[config.mk]
export PLATFORM = sky130hd
export DESIGN_NAME = control_override_unit
export DESIGN_NICKNAME = d
export VERILOG_FILES = /design/src/rtl/control_override_unit.sv
export SDC_FILE = /design/constraint.sdc
export NUM_CORES = 1
export LEC_CHECK = 0
export ABC_CLOCK_PERIOD_IN_PS = 2200
export CELL_PAD_IN_SITES_DETAIL_PLACEMENT = 1
export CELL_PAD_IN_SITES_GLOBAL_PLACEMENT = 1
export CORE_ASPECT_RATIO = 0.5
export CORE_MARGIN = 1
export CORE_UTILIZATION = 37
export CTS_CLUSTER_SIZE = 14
export DETAILED_ROUTE_END_ITERATION = 10
export DONT_BUFFER_PORTS = 1
export GPL_ROUTABILITY_DRIVEN = 0
export GPL_TIMING_DRIVEN = 0
export PLACE_DENSITY_LB_ADDON = 0.12
export SETUP_SLACK_MARGIN = 0.4
export SKIP_LAST_GASP = 1
export SYNTH_ARGS = -nofsm -noshare
export SYNTH_HDL_FRONTEND = slang
export SYNTH_SLANG_ARGS = --single-unit
[constraint.sdc]
create_clock -name clk -period 2.2 [get_ports clk]
set_clock_uncertainty 0.05 [all_clocks]
set_input_delay 0.44 -clock clk [delete_from_list [all_inputs] [get_ports clk]]
set_output_delay 0.44 -clock clk [all_outputs]
set_load 0.01 [all_outputs]
[src/rtl/control_override_unit.sv]
// Inline override stage for tagged control signals: loads a serial patch frame, arms,
// then forces or inverts the selected signals for a timed or persistent window once triggered.
module control_override_unit #(
  parameter int NUM_SIG = 4,
  parameter int CNT_W   = 8
) (
  input  logic               clk,
  input  logic               rst_n,
  input  logic               cfg_valid,
  input  logic               cfg_bit,
  output logic               cfg_ready,
  input  logic               disarm,
  input  logic               trigger,
  input  logic [NUM_SIG-1:0] sig_in,
  output logic [NUM_SIG-1:0] sig_out,
  output logic               override_active,
  output logic               done,
  output logic [1:0]         dbg_state
);
  localparam int CFG_LEN = 2*NUM_SIG + CNT_W + 1;
  localparam int BC_W    = $clog2(CFG_LEN + 1);

  typedef enum logic [1:0] {IDLE = 2'd0, LOAD = 2'd1, ARMED = 2'd2, OVERRIDE = 2'd3} state_t;

  state_t               state, state_nxt;
  logic [CFG_LEN-1:0]   shreg;
  logic [CFG_LEN-1:0]   frame;
  logic [BC_W-1:0]      bit_cnt;
  logic [NUM_SIG-1:0]   mask, value;
  logic [CNT_W-1:0]     duration, cnt;
  logic                 mode;
  logic                 accept, last_bit, fire, expire;

  // Config handshake: a bit transfers on any cycle with cfg_valid & cfg_ready;
  // cfg_ready is low only while an override is running.
  assign cfg_ready = (state != OVERRIDE);
  assign accept    = cfg_valid & cfg_ready;
  assign frame     = {shreg[CFG_LEN-2:0], cfg_bit};
  assign last_bit  = accept && (bit_cnt == BC_W'(CFG_LEN-1));
  // A config bit arriving while armed wins over a simultaneous trigger.
  assign fire      = (state == ARMED) && !accept && trigger && !disarm;
  assign expire    = (state == OVERRIDE) && (duration != '0) && (cnt == CNT_W'(1));

  assign override_active = (state == OVERRIDE);
  assign dbg_state       = state;

  always_ff @(posedge clk or negedge rst_n) begin
    if (!rst_n) state <= IDLE;
    else        state <= state_nxt;
  end

  always_comb begin
    state_nxt = state;
    if (disarm) begin
      state_nxt = IDLE;
    end else begin
      case (state)
        IDLE:     if (accept)   state_nxt = LOAD;
        LOAD:     if (last_bit) state_nxt = ARMED;
        ARMED:    if (accept)   state_nxt = LOAD;
                  else if (fire) state_nxt = OVERRIDE;
        OVERRIDE: if (expire)   state_nxt = ARMED;
        default:  state_nxt = IDLE;
      endcase
    end
  end

  always_ff @(posedge clk or negedge rst_n) begin
    if (!rst_n) begin
      shreg    <= '0;
      bit_cnt  <= '0;
      mask     <= '0;
      value    <= '0;
      duration <= '0;
      mode     <= 1'b0;
      cnt      <= '0;
      done     <= 1'b0;
    end else if (disarm) begin
      shreg    <= '0;
      bit_cnt  <= '0;
      mask     <= '0;
      value    <= '0;
      duration <= '0;
      mode     <= 1'b0;
      cnt      <= '0;
      done     <= 1'b0;
    end else begin
      done <= expire;
      if (accept) begin
        shreg <= frame;
        if (last_bit) begin
          bit_cnt                       <= '0;
          {mode, duration, value, mask} <= frame;
        end else begin
          bit_cnt <= bit_cnt + BC_W'(1);
        end
      end
      // Zero duration means persistent: the counter simply stays at zero.
      if (fire)
        cnt <= duration;
      else if (state == OVERRIDE && cnt != '0)
        cnt <= cnt - CNT_W'(1);
    end
  end

  always_comb begin
    sig_out = sig_in;
    if (state == OVERRIDE) begin
      if (mode) sig_out = sig_in ^ mask;
      else      sig_out = (sig_in & ~mask) | (value & mask);
    end
  end
endmodule
# After elaboration in Yosys (flattened, before gate mapping)
# Cells that the tools add are included.
op_classes:
  bitwise_logic: 6
  n_eq_ne: 10
  n_addsub: 2
  reduce_logical: 17
  mux: 30
ops:
  columns: ["op", "count"]
  rows:
  - ["$mux 8", 6]
  - ["$mux 16", 2]
  - ["$mux 4", 8]
  - ["$reduce_bool 8->1", 2]
  - ["$mux 5", 3]
  - ["$mux 2", 6]
  - ["$and 4x4->4", 2]
  - ["$eq 8x1->1 const B", 1]
  - ["$pmux 2 s4", 1]
  - ["$sub 8x1->8 const B", 1]
  - ["$logic_and 1x1->1", 7]
  - ["$ne 3x3->1 const B", 2]
  - ["$add 5x1->5 const B", 1]
  - ["$eq 5x5->1 const B", 1]
  - ["$eq 2x2->1 const B", 2]
  - ["$mux 1", 4]
  - ["$ne 4x4->1 const B", 1]
  - ["$not 4->4", 1]
  - ["$or 4x4->4", 1]
  - ["$reduce_and 4->1", 1]
  - ["$reduce_bool 2->1", 2]
  - ["$xor 4x4->4", 1]
  - ["$ne 3x2->1 const B", 1]
  - ["$reduce_bool 3->1", 1]
  - ["other kinds (6)", 7]
totals:
  word_cells: 74
  out_inout_bits: 9
  reg_bits: 49
  input_bits: 10

# Depth between registers and ports, before layout
# Gate-level depths: netlist of run 1.
depth:
  word_depth: 10
  mapped_depth: 7

# Worst setup path before layout of run 1
# Ideal clock, no wire load.
synth_timing:
  kind: "register -> output"
  startpoint: "register state[0] (netlist: dbg_state[0])"
  endpoint: "output sig_out[2]"
  stages_incl_launch_ff: 6
  path_slack_ps: 182
  t_arrival_ps: 1528
  required_ps: 1710
  cell_sequence: "dfrtp_1 nand2_1 inv_1 buf_2 nand2_1 o31ai_1"
synth_via:
  elab_chain_cells: 2
synth_lines:
  columns: ["element", "line_no", "source"]
  rows:
  - ["from (decl)", "25", "state_t state, state_nxt;"]
  - ["from (signal assigned)", "49", "else state <= state_nxt;"]
  - ["$eq 2x2->1", null, null]
  - ["named net override_active", "16", "output logic override_active,"]
  - ["$mux 4", "108", "if (state == OVERRIDE) begin"]
  - ["to (decl)", "15", "output logic [NUM_SIG-1:0] sig_out,"]
# The timed path passes the listed nets, and every way through them passes these cells.

# Worst setup path after layout of run 1
layout_timing:
  startpoint: "register state[1] (netlist: dbg_state[1])"
  endpoint: "output sig_out[2]"
# The elaborated chain is that of the path after synthesis.

==> results of run 1 <==
final cells by class:
| type | instances | share of cell area |
|---|---|---|
| Buffer | 17 | 0.0378 |
| Sequential cell | 49 | 0.422 |
| Timing Repair Buffer | 5 | 0.0275 |
| Multi-Input combinational cell | 196 | 0.408 |
| Inverter | 12 | 0.0181 |
| Clock inverter | 1 | 0.00258 |
| Clock buffer | 7 | 0.0456 |
| Tap cell | 88 | 0.0378 |
worst max-delay path, stage by stage, from the launching register on:
cell and delay (ns):
dfrtp_2 0.51, nand2_8 0.14, inv_8 0.08, buf_12 0.13
nand2_4 0.07, o31ai_4 0.26
layout by cell type, fill, tap and decap left out, types with 3 or more instances in the layout:
cell type / count
ha_1: 5
clkbuf_2: 5
a31oi_4: 3
dfrtp_1: 47
nand3_1: 23
mux2i_1: 4
nor3_1: 4
clkbuf_1: 8
inv_1: 11
nor2_1: 14
a21oi_1: 40
clkbuf_16: 5
a31oi_1: 3
nand2_1: 60
buf_4: 3
per-stage QoR:
step,utilization,worst slack [ns]
final,0.471,0.221
after global routing,0.471,0.160
after CTS,0.464,0.222
after detailed placement,0.410,0.102
after global placement,0.410,0.0971
after floorplan,-,0.447
power by group:
part	internal, uW	switching, uW
Clock	423	339
Combinational	29.4	73.4
Sequential	907	11.3
registers in the layout, indices dropped and copies added, names as in the netlist:
name / count
bit_cnt: 5
mode: 1
duration: 8
cnt: 8
done: 1
value: 4
shreg: 16
mask: 4
dbg_state: 2
cells by family (layout without fill, tap and decap cells):
family	Yosys count	in the layout	synth area share
and+or+nand+nor	121	121	0.233
AOI/OAI and AO/OA	65	65	0.165
DFF	49	49	0.509
buffers and inverters	29	42	0.0473
adders and majority gates	5	5	0.0260
muxes	4	4	0.0166
xor gates and xnor gates	1	1	0.00364
layer usage:
metal | part of all wire | track usage | up-vias
met1 | 0.50 | 0.300 | 1023
li1 | - | - | 979
met4 | 0.0080 | 0.0604 | 0
met2 | 0.44 | 0.363 | 26
met5 | 0 | 0 | -
met3 | 0.042 | 0.0542 | 7
worst max-delay path by stage:
stage	from	to	slack (ns)	cells after the start
after global placement	dbg_state[1]	mask[3]	0.1	5
after CTS	dbg_state[0]	sig_out[2]	0.22	6
after global routing	dbg_state[1]	sig_out[2]	0.16	5
final	dbg_state[1]	sig_out[2]	0.22	5
after floorplan	dbg_state[0]	sig_out[2]	0.45	6
after detailed placement	dbg_state[1]	duration[2]	0.10	5
repair_timing:
action / in CTS / in global routing
resized for setup: 30 / 15
hold buffers: 2 / 0
pin swaps: 4 / 1
setup buffers: 2 / 0
hold endpoints to repair: 49 / 0
gates cloned: 1 / 0
endpoints found under the setup margin: 28 / 36
==> flow_metrics.tcl, run 1 <==
set metrics [dict create \
    clk_pin_slew_worst_paths_ns 0.06 \
    yosysWarnings 0 \
    syn_nets 289 \
    drt_first_iter_violations 75 \
    synth.area.top_cells "dfrtp_1 (51%), nand2_1 (9.8%), a21oi_1 (8.7%)" \
    whs_endpoint "dbg_state[1]" \
    fmax_ghz 0.505 \
    synth_enable_flop_cells 0 \
    final_net_count 301 \
    drc_errors 0 \
    final_cell_area_sq_mm 0.00291 \
    reg2reg_slack_ns 0.48 \
    num_antenna_cells 0 \
    holdWs_ns 0.208 \
    area_growth_pct 20.8 \
    rsz0062_at_grt "true" \
    std_cell_rows 20 \
    antenna_left 0 \
    first_pass_iters 4 \
    routed_wl_um 6630 \
    cts_root_buffer "clkbuf_16" \
    power_per_cell_area_mw_per_mm2 613 \
    reg2regPathDepth 4 \
    synthArstFlopShare 1.00 \
    drive_above_1_share 0.139 \
    setup_viol 0 \
    post_dp_cell_area_sq_mm 0.00253 \
    worstHoldPathCells 1 \
    numCtsBuffers 5 \
    instances_no_fill 375 \
    netlist_area_sq_mm 0.00241 \
    synth_seq_area_share 0.509 \
    p_leak_uw 0.00118 \
    relSlewSlack 0.587 \
    cp-start-kind "register" \
    syn_inst 274 \
    place_hpwl_um 4450 \
    min_path_type "input pin to register" \
    track_usage 0.223 \
    tightest_slew_ns 0.619 \
    clkSinkCount 49 \
    r2r-end "cnt[5]" \
    start_util 0.390 \
    grt_pass1_wl_um 11200 \
    synth_top_area_share 0.509 \
    antenna_found_initial 0 \
    fin_crit_ns 1.98 \
    status "finished, final reports clean" \
    dieHeight_um 59.1 \
    core_sq_mm 0.00618 \
    hold_viol 0 \
    die_w_um 116 \
    worst_setup_path_end_kind "output port" \
    multiInputGateArea_sq_mm 0.00119 \
    critPathKind "register to output port" \
    grt_overflow 0 \
    die-area_sq_mm 0.00686 \
    dr_total_vias 2035 \
    ys_ff_latch 49 \
    clk_latency_ns 0.29 \
    finalSetupTns_ns 0 \
    io_pins 19 \
    drv_cap 0 \
    maxSlewViolCount 0 \
    yosysMostFrequentCell "nand2_1" \
    sequential_cell_area_sq_mm 0.00123 \
    dp_cells 362 \
    crit_required_ns 1.71 \
    r2r_start "cnt[4]" \
    cts_tree "done" \
    cp.arrival_ns 1.49 \
    synth.avg_cell_area_sq_um 8.79 \
    synth_cell_type_count 36 \
    htree_levels 2 \
    hold_start "cfg_valid" \
    viasPerCell 5.43 \
    ir_worst_vdd_uv 309 \
    synth_commonest_cells "nand2_1 (63), dfrtp_1 (49), a21oi_1 (42)" \
    power.total_uw 1780 \
    n_fill_cell 718 \
    layout_worst_path_cycle_share 0.900 \
    grt_max_degree 50 \
    wl_per_cell_um 17.7 \
    synth_area_leader_cell "dfrtp_1" \
    io_buffers 0 \
    clock_path_buffers 2 \
    cp_max_fo 7 \
    dominantRegCellSynth "dfrtp_1" \
    grt_pass1_vias 2152 \
]
(Power assumes the default switching activity.)
==> inputs of run 2 (changes only) <==
--- a/config.mk
+++ b/config.mk
@@ -16,6 +16,7 @@
 export DONT_BUFFER_PORTS = 1
 export GPL_ROUTABILITY_DRIVEN = 0
 export GPL_TIMING_DRIVEN = 0
+export HOLD_SLACK_MARGIN = 0.05
 export PLACE_DENSITY_LB_ADDON = 0.12
 export SETUP_SLACK_MARGIN = 0.4
 export SKIP_LAST_GASP = 1
==> results of run 2 <==
Same layout as run 1: the final DEF is identical, and so are final timing and power.
